File: src/rtl/fifo_pkg.sv
// Shared defaults and helpers for the parametrised FIFO buffer.
package fifo_pkg;

    localparam int FIFO_DATA_W = 16;
    localparam int FIFO_DEPTH  = 8;

    // Pointer width for a given depth; never narrower than one bit.
    function automatic int fifo_ptr_w(input int depth);
        return (depth > 1) ? $clog2(depth) : 1;
    endfunction

endpackage

File: src/rtl/fifo_ram.sv
// Register-array storage for the FIFO: one synchronous write port and one
// registered read port. Contents are deliberately not reset.
module fifo_ram
    import fifo_pkg::*;
#(
    parameter int DATA_W = FIFO_DATA_W,
    parameter int DEPTH  = FIFO_DEPTH,
    parameter int ADDR_W = fifo_ptr_w(DEPTH)
) (
    input  logic              clk,
    input  logic              we,
    input  logic [ADDR_W-1:0] waddr,
    input  logic [DATA_W-1:0] wdata,
    input  logic              re,
    input  logic [ADDR_W-1:0] raddr,
    output logic [DATA_W-1:0] rdata
);

    logic [DATA_W-1:0] mem_q [DEPTH];
    logic [DATA_W-1:0] rdata_d;
    logic [DATA_W-1:0] rdata_q;

    // Read port holds its last word when not enabled.
    always_comb begin
        rdata_d = rdata_q;
        if (re) begin
            rdata_d = mem_q[raddr];
        end
    end

    always_ff @(posedge clk) begin
        if (we) begin
            mem_q[waddr] <= wdata;
        end
        rdata_q <= rdata_d;
    end

    assign rdata = rdata_q;

endmodule

File: src/rtl/fifo_buffer_param.sv
// Parametrised single-clock FIFO: pointers, occupancy count, level flags and
// sticky overflow/underflow around one fifo_ram instance.
module fifo_buffer_param
    import fifo_pkg::*;
#(
    parameter int DATA_W   = FIFO_DATA_W,
    parameter int DEPTH    = FIFO_DEPTH,
    parameter int ADDR_W   = fifo_ptr_w(DEPTH),
    parameter int AF_LEVEL = DEPTH - 2,
    parameter int AE_LEVEL = 2
) (
    input  logic              clk,
    input  logic              rst,
    input  logic              w,
    input  logic              r,
    input  logic              err_clr,
    input  logic [DATA_W-1:0] data_in,
    output logic [DATA_W-1:0] data_out,
    output logic              rd_valid,
    output logic              full,
    output logic              empty,
    output logic              almost_full,
    output logic              almost_empty,
    output logic [ADDR_W:0]   count,
    output logic              overflow,
    output logic              underflow
);

    localparam logic [ADDR_W:0] DEPTH_C = (ADDR_W+1)'(DEPTH);
    localparam logic [ADDR_W:0] AF_C    = (ADDR_W+1)'(AF_LEVEL);
    localparam logic [ADDR_W:0] AE_C    = (ADDR_W+1)'(AE_LEVEL);

    logic [ADDR_W-1:0] wr_ptr_q, wr_ptr_d;
    logic [ADDR_W-1:0] rd_ptr_q, rd_ptr_d;
    logic [ADDR_W:0]   count_q, count_d;
    logic              rd_valid_q, rd_valid_d;
    logic              overflow_q, overflow_d;
    logic              underflow_q, underflow_d;
    logic              rd_seen_q, rd_seen_d;
    logic              wr_acc, rd_acc;
    logic [DATA_W-1:0] ram_rdata;

    assign full         = (count_q == DEPTH_C);
    assign empty        = (count_q == '0);
    assign almost_full  = (count_q >= AF_C);
    assign almost_empty = (count_q <= AE_C);

    // A read frees a slot in the same edge, so a full FIFO still takes w&r.
    assign wr_acc = w & (~full | r);
    assign rd_acc = r & ~empty;

    always_comb begin
        wr_ptr_d    = wr_ptr_q;
        rd_ptr_d    = rd_ptr_q;
        count_d     = count_q;
        rd_valid_d  = rd_acc;
        rd_seen_d   = rd_seen_q | rd_acc;
        overflow_d  = overflow_q;
        underflow_d = underflow_q;

        if (wr_acc) begin
            wr_ptr_d = wr_ptr_q + ADDR_W'(1);
        end
        if (rd_acc) begin
            rd_ptr_d = rd_ptr_q + ADDR_W'(1);
        end
        if (wr_acc && !rd_acc) begin
            count_d = count_q + (ADDR_W+1)'(1);
        end else if (rd_acc && !wr_acc) begin
            count_d = count_q - (ADDR_W+1)'(1);
        end

        // A fresh error outranks a clear in the same cycle.
        if (err_clr) begin
            overflow_d  = 1'b0;
            underflow_d = 1'b0;
        end
        if (w && !wr_acc) begin
            overflow_d = 1'b1;
        end
        if (r && !rd_acc) begin
            underflow_d = 1'b1;
        end
    end

    always_ff @(posedge clk or posedge rst) begin
        if (rst) begin
            wr_ptr_q    <= '0;
            rd_ptr_q    <= '0;
            count_q     <= '0;
            rd_valid_q  <= 1'b0;
            rd_seen_q   <= 1'b0;
            overflow_q  <= 1'b0;
            underflow_q <= 1'b0;
        end else begin
            wr_ptr_q    <= wr_ptr_d;
            rd_ptr_q    <= rd_ptr_d;
            count_q     <= count_d;
            rd_valid_q  <= rd_valid_d;
            rd_seen_q   <= rd_seen_d;
            overflow_q  <= overflow_d;
            underflow_q <= underflow_d;
        end
    end

    fifo_ram #(
        .DATA_W (DATA_W),
        .DEPTH  (DEPTH),
        .ADDR_W (ADDR_W)
    ) u_ram (
        .clk   (clk),
        .we    (wr_acc),
        .waddr (wr_ptr_q),
        .wdata (data_in),
        .re    (rd_acc),
        .raddr (rd_ptr_q),
        .rdata (ram_rdata)
    );

    // The unreset read register is masked to zero until the first read
    // after reset, giving data_out a defined reset value.
    assign data_out  = rd_seen_q ? ram_rdata : '0;
    assign rd_valid  = rd_valid_q;
    assign count     = count_q;
    assign overflow  = overflow_q;
    assign underflow = underflow_q;

endmodule

File: config.mk
export PLATFORM = sky130hd
export DESIGN_NAME = fifo_buffer_param
export DESIGN_NICKNAME = d
export VERILOG_FILES = /design/src/rtl/fifo_pkg.sv /design/src/rtl/fifo_ram.sv /design/src/rtl/fifo_buffer_param.sv
export SDC_FILE = /design/constraint.sdc
export NUM_CORES = 1
export LEC_CHECK = 0
export ABC_CLOCK_PERIOD_IN_PS = 8060
export CAP_MARGIN = 20
export CORE_ASPECT_RATIO = 0.75
export CORE_MARGIN = 1
export CORE_UTILIZATION = 40
export DETAILED_ROUTE_END_ITERATION = 16
export DONT_BUFFER_PORTS = 1
export GPL_ROUTABILITY_DRIVEN = 1
export PLACE_DENSITY = 0.64
export SYNTH_ARGS = -nofsm -noshare
export SYNTH_HDL_FRONTEND = slang
export SYNTH_HIERARCHICAL = 1
export SYNTH_SLANG_ARGS = --single-unit
File: constraint.sdc
create_clock -name clk -period 8.06 [get_ports clk]
set_input_delay 0.806 -clock clk [delete_from_list [all_inputs] [get_ports clk]]
set_output_delay 0.806 -clock clk [all_outputs]
set_load 0.01 [all_outputs]
# Word-level counts from Yosys, hierarchy flattened
# Memories as Yosys holds them, arrays and structs flattened. A register that Yosys moved wholly into a read port is not among the register bits.
# Cells that the tools add are included.
# word_totals
regBits	14
latchBits	0
ram_bits	128
rom_bits	0
in_bits	21
word_cells	39
memories	1
# classes
add_sub_neg	4
multipliers	0
n_div	0
order_cmp	2
eq_ne	1
shifts	0
muxes	8
n_bitwise	6
n_reduce_logical	10
# mem_list
memory	words	width	rd	rd_ports_with_merged_regs	write_ports	line	source
u_ram.mem_q	8	16	1	1	1	fifo_ram.sv:19	logic [DATA_W-1:0] mem_q [DEPTH];
# op_table
cell	count
16-bit 2-to-1 mux	1
4-bit 2-to-1 mux	2
3-bit by 1-bit adder with 3-bit output (second input constant)	2
2-bit nonzero test	3
1-bit 2-to-1 mux	5
4-bit by 1-bit adder with 4-bit output (second input constant)	1
4-bit equality test (second input constant)	1
4-bit by 3-bit greater-or-equal comparator with 1-bit output (second input constant)	1
4-bit by 2-bit less-or-equal comparator with 1-bit output (second input constant)	1
1-bit logical AND	4
4-bit logical NOT	1
4-bit by 1-bit subtractor with 4-bit output (second input constant)	1
1-bit AND	2
1-bit logical NOT	2
1-bit NOT	2
1-bit OR	2

# Depth between registers and ports, before layout
# Gate-level depths: netlist (run 1).
# depth
ltp_word	8
mapped_depth	9

# Hierarchy
# The synthesis (run 1) kept the hierarchy.
# by_module_without_submodules
mod	n_inst	cells_each	area_each_um2	seq_area_each_um2
fifo_ram	1	214	5454.0	4324.1
fifo_buffer_param	1	81	858.3	350.3

# Least setup slack after synthesis (run 1)
# Ideal clock, no wire load.
# synth_timing
kind	reg2reg
start	register count_q[1], in the netlist count[1]
end	register count_q[3], in the netlist count[3]
t_arrival_ns	2.608
required_ns	7.923
setup_slack_ns	5.314
path_stages_with_launch	10
path_buffers	0
period_less_slack_ns	2.746
cell_sequence	dfrtp_1 -> or4b_4 -> o21ai_4 -> inv_1 -> ha_1 -> inv_1 -> ha_1 -> or4_1 -> nand3_1 -> o221ai_1
# synth_between
elab_chain_len	7
elab_cells_between_ends	16
classes_between	add/sub (2); eq/ne (1); mux (2); bitwise (5); reduce/logical (6)
# synth_lines
item	line	source
from (decl)	fifo_buffer_param.sv:35	logic [ADDR_W:0] count_q, count_d;
from (signal assigned)	fifo_buffer_param.sv:98	count_q <= count_d;
4-bit equality test *	fifo_buffer_param.sv:43	assign full = (count_q == DEPTH_C);
1-bit NOT *	fifo_buffer_param.sv:49	assign wr_acc = w & (~full | r);
1-bit OR *	fifo_buffer_param.sv:49	
1-bit AND *	fifo_buffer_param.sv:49	
net wr_acc	fifo_buffer_param.sv:40	logic wr_acc, rd_acc;
1-bit logical NOT	fifo_buffer_param.sv:69	end else if (rd_acc && !wr_acc) begin
1-bit logical AND	fifo_buffer_param.sv:69	
2-bit nonzero test (no line)	-	
# The timed path passes the listed nets; every way through them passes the cells marked *. The select of a mux whose other input is x is not followed.
# A chain may end at the register's enable or synchronous reset.

# Worst setup path in the final report (run 1)
# Same ends and word-level chain as after synthesis.

==> results of run 1 <==
sequential cells by signal, indices dropped and copies added, names as in the netlist:
| register | count |
|---|---|
| u_ram/mem_q | 128 |
| u_ram/rdata | 16 |
| count | 4 |
| rd_ptr_q | 3 |
| wr_ptr_q | 3 |
| overflow | 1 |
| rd_seen_q | 1 |
| rd_valid | 1 |
| underflow | 1 |
critical path: cells and delay by family, from the launching register on:
family | cells | cell delay, ps
AOI/OAI and AO/OA | 2 | 310
DFF | 1 | 510
buffers and inverters | 2 | 250
adders and majority gates | 2 | 570
and+or+nand+nor | 3 | 1220
synthesized netlist by cell type, types with 2 or more instances:
cell type  instances
clkbuf_1           2
mux4_2             4
nand2_1            5
mux4_1            28
buf_6              4
o21ai_0            2
nor2_1             6
and2_1            16
ha_1               5
xnor2_1            5
edfxtp_1         144
buf_1              4
nand3b_1           2
inv_1              7
nand2b_1           4
or3_2              2
nor3_1             2
mux2_2            17
dfrtp_1           14
area by class of cell:
type,count,area share
Tap cell,205,0.03558
Inverter,8,0.004166
Sequential cell,158,0.6485
Clock inverter,13,0.02691
Clock buffer,19,0.06006
Multi-Input combinational cell,118,0.2144
Timing Repair Buffer,10,0.01041
metal layers:
| layer | vias up | part of all wire | global-route usage |
|---|---|---|---|
| met4 | 0 | 0.011 | 0.06186 |
| li1 | 1248 | - | - |
| met2 | 52 | 0.50 | 0.2352 |
| met5 | - | 0 | 0 |
| met1 | 1457 | 0.43 | 0.1737 |
| met3 | 11 | 0.062 | 0.05761 |
cells in the final DEF (no fill, tap or decap), types with 2 or more instances in the layout:
cell type,count
nor3_2,2
ha_1,5
clkbuf_1,2
mux2_2,17
nor2_1,6
mux4_1,28
nand3b_1,2
and2_1,16
edfxtp_1,144
bufinv_16,5
dfrtp_1,14
buf_4,10
inv_1,7
nand2b_1,4
o21ai_0,2
mux4_2,4
clkbuf_16,17
xnor2_1,5
or3_2,2
nand2_1,5
clkinv_2,3
clkinv_1,3
stage by stage:
step           cell area [sq um]  hold WS, ps  std cells    util  setup slack (ps)
2_1_floorplan               6312        459.1        295       -              5314
3_3_place_gp                6581        493.2        499  0.4295              5190
3_5_place_dp                6581        484.2        499  0.4295              5081
4_1_cts                     7208        326.2        531  0.4704              5070
5_1_grt                     7208        355.2        531  0.4704              4912
6_report                    7208        327.2        531  0.4704              5062
report_power, final:
part	total, mW	leakage (nW)	switching (mW)	internal, mW
Combinational	0.603	0.664	0.288	0.315
Clock	0.843	0.308	0.297	0.546
Sequential	1.21	1.48	0.123	1.09
Total	2.66	2.46	0.709	1.95
final timing paths:
kind | startpoint | end | cells past startpoint
setup / recovery | count[1] | count[3] | 9
hold / removal | rst | count[0] | 1
setup reg to reg | count[1] | count[3] | 9
hold reg to reg | wr_ptr_q[2] | wr_ptr_q[2] | 1
max in group asynchronous | rst | overflow | 1
min in group clk | data_in[5] | u_ram/mem_q[1][5] | 0
logic make-up after synthesis:
logic type,count (synthesis),share of synthesized area
compound gates,11,0.01408
xor+xnor,6,0.008325
fa+ha+maj,6,0.01308
buf+inv,19,0.01625
flops,158,0.7405
mux,52,0.1669
simple gates,43,0.04083
==> metrics.cfg, run 1 <==
[status]
outcome=complete, no violations

[floorplan]
core_region_area_sq_um=15320
io_pins=48
die_h_um=110.8
die_w_um=147.1
die-area_sq_um=16290
start_util=0.4120
fp-row-count=39

[finish]
seq_area_sq_um=4674
final_layout_size_suffix_gt1_frac=0.2117
syn_to_final_growth_pct=14.19
antennaDiodeCount=0
multi_input_area_sq_um=1545
fillers=1269
num-nets-final=340

[yosys]
synth_ff_type=edfxtp_1
syn_area_sq_um=6312
netlist_instances=295
async_flop_share=0.08861
synth.distinct_cells=41
ys_seq_area_frac=0.7405
avgSynthCellArea_sq_um=21.40
synth_top_area_frac=0.6850
synth_area_leaders=edfxtp_1 (69%), mux4_1 (12%), dfrtp_1 (5.6%)
synth_top_area_cell=edfxtp_1
syn_nets=322
yosys_register_bits=158
ys_warn_count=6
synth-edff-count=144

[global_route]
grt_start_max_net_pins=24
grt_usage=0.1458
grt-ovfl-total=0
grt_pass1_vias=2940
antenna_found_initial=0
grt_pass1_wl_um=16550

[clock_tree]
root_buffer=clkbuf_16
clk_pin_slew_ps=60
ctsResizeCount=0
cts_tree=yes
cts_sinks=158
post-cts-setup-buffer-count=0
cts_made_buffers=17
hold_buffers=0
h-tree-depth=4
clk_path_buf_depth=2
clkLatencyLatePin_ps=420

[timing]
hold_viol_final=0
tightest_slew_ps=944.2
fin_worst_skew_ps=6.507
rsz0062_at_grt=false
final.setup.tns_ps=0
slew_headroom=0.3705
slew_violations=0
fin_crit_ps=2998
max_freq_mhz=333.5
min_period_over_period=0.3720
setup_viol=0

[place]
place.gp.congestion=0.7310
io_buffers=0
dp_hpwl_um=6441

[setup_path]
critPathMaxStageDelay_ps=640
critical_path_class=flop to flop
worstSetupEndpointType=flop
path_cells=or4b_4, o21ai_4, inv_1, ha_1, inv_1, ha_1, or4_1, nand3_1, o221ai_1
crit_required_ps=8340
critPathMaxFanout=8
reg2reg_slack_ps=5060
crit_arrival_ps=3280
cpMaxStageDelayCell=or4b_4
startpoint_type=flop

[detailed_routing]
drt_iter0_markers=221
wl_um=11100
wl_per_cell_um=20.91
drc_errors=0
ant_nets=0
vias_per_cell=5.213
first_pass_iters=4
via_count=2768

[power]
power_mw=2.661
power.density_nw_per_um2=369.2
leakage_nw=2.455
ir_worst_vdd_v=0.0001667

[flow_run]
maxCapViolations=0

[worst_hold_path]
hp-class=input pin to async pin

Note: power is estimated with default switching activity, not from simulation.
==> run 2, diff against run 1 <==
--- a/config.mk
+++ b/config.mk
@@ -5,7 +5,7 @@
 export SDC_FILE = /design/constraint.sdc
 export NUM_CORES = 1
 export LEC_CHECK = 0
-export ABC_CLOCK_PERIOD_IN_PS = 8060
+export ABC_CLOCK_PERIOD_IN_PS = 3100
 export CAP_MARGIN = 20
 export CORE_ASPECT_RATIO = 0.75
 export CORE_MARGIN = 1
==> constraint.sdc (replaced) <==
create_clock -name clk -period 3.1 [get_ports clk]
set_input_delay 0.31 -clock clk [delete_from_list [all_inputs] [get_ports clk]]
set_output_delay 0.31 -clock clk [all_outputs]
set_load 0.01 [all_outputs]
==> run 2 against run 1 <==
Utilization grew 1.2 points. Setup slack got worse by 4800 ps. Design area rose by 2.6%. Sequential share of layout area shrank 1.7 points. Die area stayed put. Cell count up 4.7%. Hold slack worse by 300 ps.
==> metrics.cfg, run 2 (synthesized netlist as in run 1, its figures left out) <==
[place]
dp_hpwl_um=6147  ; -4.6%
place.gp.congestion=0.7654  ; +4.7%
dpl-instance-area_sq_um=6619  ; +0.57%
io_buffers=0  ; unchanged

[detailed_routing]
drt_iter0_markers=194  ; -12%
via_count=2830  ; +2.2%
wl_per_cell_um=19.49  ; -6.8%
ant_nets=0  ; unchanged
wl_um=10840  ; -2.4%
first_pass_iters=4  ; unchanged
vias_per_cell=5.090  ; -2.4%
drc_errors=0  ; unchanged

[clock_tree]
clkLatencyLatePin_ps=420  ; about the same
h-tree-depth=4  ; unchanged
root_buffer=clkbuf_16
post-cts-setup-buffer-count=0  ; unchanged
clk_pin_slew_ps=60  ; about the same
cts_made_buffers=17  ; unchanged
cts_tree=yes
clk_path_buf_depth=2  ; unchanged
cts_sinks=158  ; unchanged

[global_route]
grt_pass1_vias=3019  ; +2.7%
grt_usage=0.1437  ; -0.002091
grt_start_max_net_pins=35  ; +46%
grt-ovfl-total=0  ; unchanged
grt_pass1_wl_um=16750  ; +1.2%
antenna_found_initial=1  ; +1

[floorplan]
start_util=0.4120  ; unchanged
io_pins=48  ; unchanged
core_region_area_sq_um=15320  ; unchanged
die_h_um=110.8  ; unchanged
die_w_um=147.1  ; unchanged
die-area_sq_um=16290  ; unchanged
fp-row-count=39  ; unchanged

[finish]
finish.utilization=0.4828  ; +0.01233
final_cell_mix=edfxtp_1 (144), mux4_1 (28), dlygate4sd3_1 (19)
layout_commonest_cell=edfxtp_1
syn_to_final_growth_pct=17.19
postLayoutCellArea_sq_um=7397  ; +2.6%
num-nets-final=364  ; +7.1%
final_layout_size_suffix_gt1_frac=0.2257  ; +0.01406
regMostFlops=u_ram/mem_q
largest_reg_flops=128  ; unchanged

[setup_path]
worstSetupEndpointType=flop
crit_required_ps=3380  ; -4960 ps
critPathMaxFanout=6  ; -2
critPathMaxStageDelay_ps=590  ; -50 ps
cpMaxStageDelayCell=or4b_4
startpoint_type=flop
startpoint=count[1]
path_cells=or4b_4, o21ai_4, inv_1, ha_1, inv_1, ha_1, or4_1, nand3_1, o221ai_1
reg2reg_from=count[1]
critical_path_class=flop to flop
crit_arrival_ps=3100  ; -180 ps

[timing]
fin_crit_ps=2822  ; -175.9 ps
max_freq_mhz=354.3  ; +6.2%
rsz0062_at_grt=false
hold_slack_ps=29.44  ; -297.7 ps
tightest_slew_ps=957.9  ; +13.66 ps
hold_viol_final=0  ; unchanged
slew_violations=0  ; unchanged
slew_headroom=0.3614  ; -0.009107
min_period_over_period=0.9105  ; +0.5385
fin_worst_skew_ps=8.400  ; +1.893 ps
setup_viol=0  ; unchanged
final.setup.tns_ps=0  ; unchanged

[power]
internal_power_mw=4.909  ; +150%
power.density_nw_per_um2=922.2  ; +150%
power_frac_comb=0.261  ; +0.034
switchingPower_mw=1.913  ; +170%
swShare=0.2804  ; +0.01389
ir_worst_vdd_v=0.0004745  ; +180%
p_clk_frac=0.297  ; -0.020
p_seq_frac=0.442  ; -0.014
leakage_nw=2.530  ; +3.1%

[worst_hold_path]
hp-class=input pin to flop
hp-start=r

[flow_run]
maxCapViolations=0  ; unchanged

[status]
outcome=complete, no violations

-- run 2: per-layer routing --
layer | vias to the layer above | wire (um) | track usage
met5 | - | 0 | 0
met2 | 49 | 5453 | 0.2352
met1 | 1462 | 4713 | 0.1763
li1 | 1304 | - | -
met3 | 15 | 538 | 0.04979
met4 | 0 | 133 | 0.05292
-- run 2: stage by stage --
step                std cells  setup WS [ps]  power (mW)
detailed placement        504          309.8       4.840
CTS                       555          287.3       6.909
global route              556          167.2       7.154
floorplan                 295          354.4       4.387
global placement          504          400.9       4.768
finish                    556          277.6       6.822
-- run 2: power groups by stage --
stage	registers, mW	logic, mW	clock network (mW)
floorplan	3.03	1.35	0
global placement	3.04	1.73	0
detailed placement	3.07	1.77	0
CTS	3.02	1.82	2.07
global route	3.06	1.94	2.15
finish	3.02	1.78	2.02
-- run 2: final timing paths --
check / end / slack, ps / cells after the start
min in group asynchronous: count[2] / 380 / 2
worst max-delay path: count[3] / 280 / 9
max in group asynchronous: overflow / 2360 / 2
worst min-delay path: underflow / 30 / 2
worst max register to register: count[3] / 280 / 9
worst min register to register: wr_ptr_q[2] / 490 / 1
-- run 2: area by class of cell --
class	count	area [sq um]
Sequential cell	158	4674
Antenna cell	1	2.502
Inverter	8	30.03
Clock inverter	15	160.2
Tap cell	205	256.5
Fill cell	1261	7925
Timing Repair Buffer	34	302.8
Clock buffer	17	425.4
Multi-Input combinational cell	118	1545
-- run 2: what timing repair did --
action                                 CTS  global route
hold buffers                            19             0
endpoints found under the hold margin  144             0
resized for setup                        0             0
-- run 2: critical path: cells and delay by family, from the launching register on --
kind	cells	cell delay [ps]
compound gates	2	310
simple gates	3	1180
flops	1	380
buf+inv	2	250
fa+ha+maj	2	560
==> run 3, diff against run 2 <==
--- a/config.mk
+++ b/config.mk
@@ -8,7 +8,7 @@
 export ABC_CLOCK_PERIOD_IN_PS = 3100
 export CAP_MARGIN = 20
 export CORE_ASPECT_RATIO = 0.75
-export CORE_MARGIN = 1
+export CORE_MARGIN = 4
 export CORE_UTILIZATION = 40
 export DETAILED_ROUTE_END_ITERATION = 16
 export DONT_BUFFER_PORTS = 1
==> run 3 against run 2 <==
Utilization shrank 0.27 points. Sequential power is essentially flat. Die area grew 9.7%. Setup slack gained 1.3 ps. Design area shrank 0.24%. Clock skew grew 4.4 ps. Register-to-register slack is essentially flat. Largest power group unchanged. Via count grew 1.7%. Highest routed layer unchanged.
==> metrics.cfg, run 3 (synthesized netlist as in run 1, its figures left out) <==
[clock_tree]
h-tree-depth=4  ; unchanged
cts_tree=yes
clk_path_buf_depth=2  ; unchanged
root_buffer=clkbuf_16
cts_sinks=158  ; unchanged
cts_made_buffers=17  ; unchanged
ctsResizeCount=0  ; unchanged
hold_buffers=19  ; unchanged
post-cts-setup-buffer-count=0  ; unchanged
clkLatencyLatePin_ps=410  ; about the same
clk_pin_slew_ps=60  ; about the same

[timing]
slew_headroom=0.3887  ; +0.02727
min_period_over_period=0.9100  ; about the same
fin_ws_ps=278.9  ; +1.340 ps
setup_viol=0  ; unchanged
tightest_slew_ps=917.0  ; -40.91 ps
fin_crit_ps=2821  ; -1.340 ps
rsz0062_at_grt=false
max_freq_mhz=354.5  ; about the same
fin_worst_skew_ps=12.81  ; +4.414 ps
final.setup.tns_ps=0  ; unchanged
hold_slack_ps=43.20  ; +13.76 ps
slew_violations=0  ; unchanged
hold_viol_final=0  ; unchanged

[floorplan]
start_util=0.4107  ; -0.001308
die-area_sq_um=17880  ; +9.7%
io_pins=48  ; unchanged
fp-row-count=39  ; unchanged
die_h_um=116.8  ; +5.4%
die_w_um=153.1  ; +4.1%
core_region_area_sq_um=15370  ; +0.32%

[finish]
regMostFlops=u_ram/mem_q
finish.utilization=0.4801  ; -0.002672
num-nets-final=365  ; +0.27%
final_cell_mix=edfxtp_1 (144), mux4_1 (28), dlygate4sd3_1 (20)
postLayoutCellArea_sq_um=7380  ; -0.24%
syn_to_final_growth_pct=16.91
fillers=1244  ; -1.3%
seq_area_sq_um=4674  ; unchanged
multi_input_area_sq_um=1545  ; unchanged
final_layout_size_suffix_gt1_frac=0.2165  ; -0.009190
largest_reg_flops=128  ; unchanged
fin_cells=557  ; +0.18%
layout_commonest_cell=edfxtp_1

[place]
dp_hpwl_um=6381  ; +3.8%
place.gp.congestion=0.7278  ; -4.9%
place_ws_ps=300.8  ; -9.005 ps
dp.cells=504  ; unchanged
io_buffers=0  ; unchanged
dpl-instance-area_sq_um=6619  ; unchanged

[setup_path]
critPathMaxFanout=6  ; unchanged
crit_arrival_ps=3100  ; about the same
rr_worst_depth=9  ; unchanged
critPathMaxStageDelay_ps=590  ; about the same
worstSetupEndpointType=flop
critical_path_class=flop to flop
cpMaxStageDelayCell=or4b_4
startpoint_type=flop
critPathTopFamily=simple AND/OR/NAND/NOR gates
r2r_end=count[3]
path_cells=or4b_4, o21ai_4, inv_1, ha_1, inv_1, ha_1, or4_1, nand3_1, o221ai_1
reg2reg_from=count[1]
crit_required_ps=3380  ; about the same
reg2reg_slack_ps=280  ; about the same
cp_num_buf_inv=2  ; unchanged

[flow_run]
maxCapViolations=0  ; unchanged

[power]
ir_worst_vdd_v=0.0004711  ; -0.73%
leakage_nw=2.528  ; about the same
power.density_nw_per_um2=916.9  ; -0.57%
power_mw=6.767  ; -0.81%

[detailed_routing]
drc_errors=0  ; unchanged
wl_per_cell_um=20.53  ; +5.3%
drt_iter0_markers=170  ; -12%
wl_um=11440  ; +5.5%
vias_per_cell=5.165  ; +1.5%
first_pass_iters=4  ; unchanged
ant_nets=0  ; unchanged
via_count=2877  ; +1.7%

[global_route]
grt_pass1_wl_um=17790  ; +6.2%
grt_start_max_net_pins=35  ; unchanged
antenna_found_initial=0  ; -1
grt-ovfl-total=0  ; unchanged
grt_pass1_vias=3023  ; +0.13%
grt_usage=0.1359  ; -0.007804

[worst_hold_path]
hold_end=underflow
hp-class=input pin to flop
hp-start=r
hold_depth=2  ; unchanged

[status]
outcome=complete, no violations

-- run 3: per-layer routing --
layer	track usage	wire length, um
met1	0.1714	5037
met2	0.2299	5807
met5	0	0
met3	0.04373	510
met4	0.03976	82
-- run 3: final cells by class --
type	count	share of cell area
timing repair buffer	35	0.04239
multi-input combinational	118	0.2094
clock buffer	20	0.05917
tap	205	0.03476
antenna	1	0.0003391
sequential	158	0.6334
clock inverter	12	0.01645
inverter	8	0.004069
-- run 3: worst max path at each step --
stage                   from        to  slack [ps]  cells past startpoint
floorplan           count[1]  count[3]         350                      9
global placement    count[1]  count[3]         410                      9
detailed placement  count[1]  count[3]         300                      9
CTS                 count[1]  count[3]         290                      9
global route        count[1]  count[3]         140                      9
finish              count[1]  count[3]         280                      9
-- run 3: worst reg2reg max path: cells and delay by family (launching register included) --
kind	cells	cell delay [ps]
adder cells (fa/ha/maj)	2	560
AO/OA/AOI/OAI	2	310
flip-flops	1	380
buffers and inverters	2	240
AND/OR/NAND/NOR	3	1190
-- run 3: report_power, final --
part / switching (mW) / internal [mW] / total [mW]
clock network: 0.778 / 1.18 / 1.95
logic: 0.927 / 0.874 / 1.80
registers: 0.174 / 2.84 / 3.01
total: 1.88 / 4.89 / 6.77
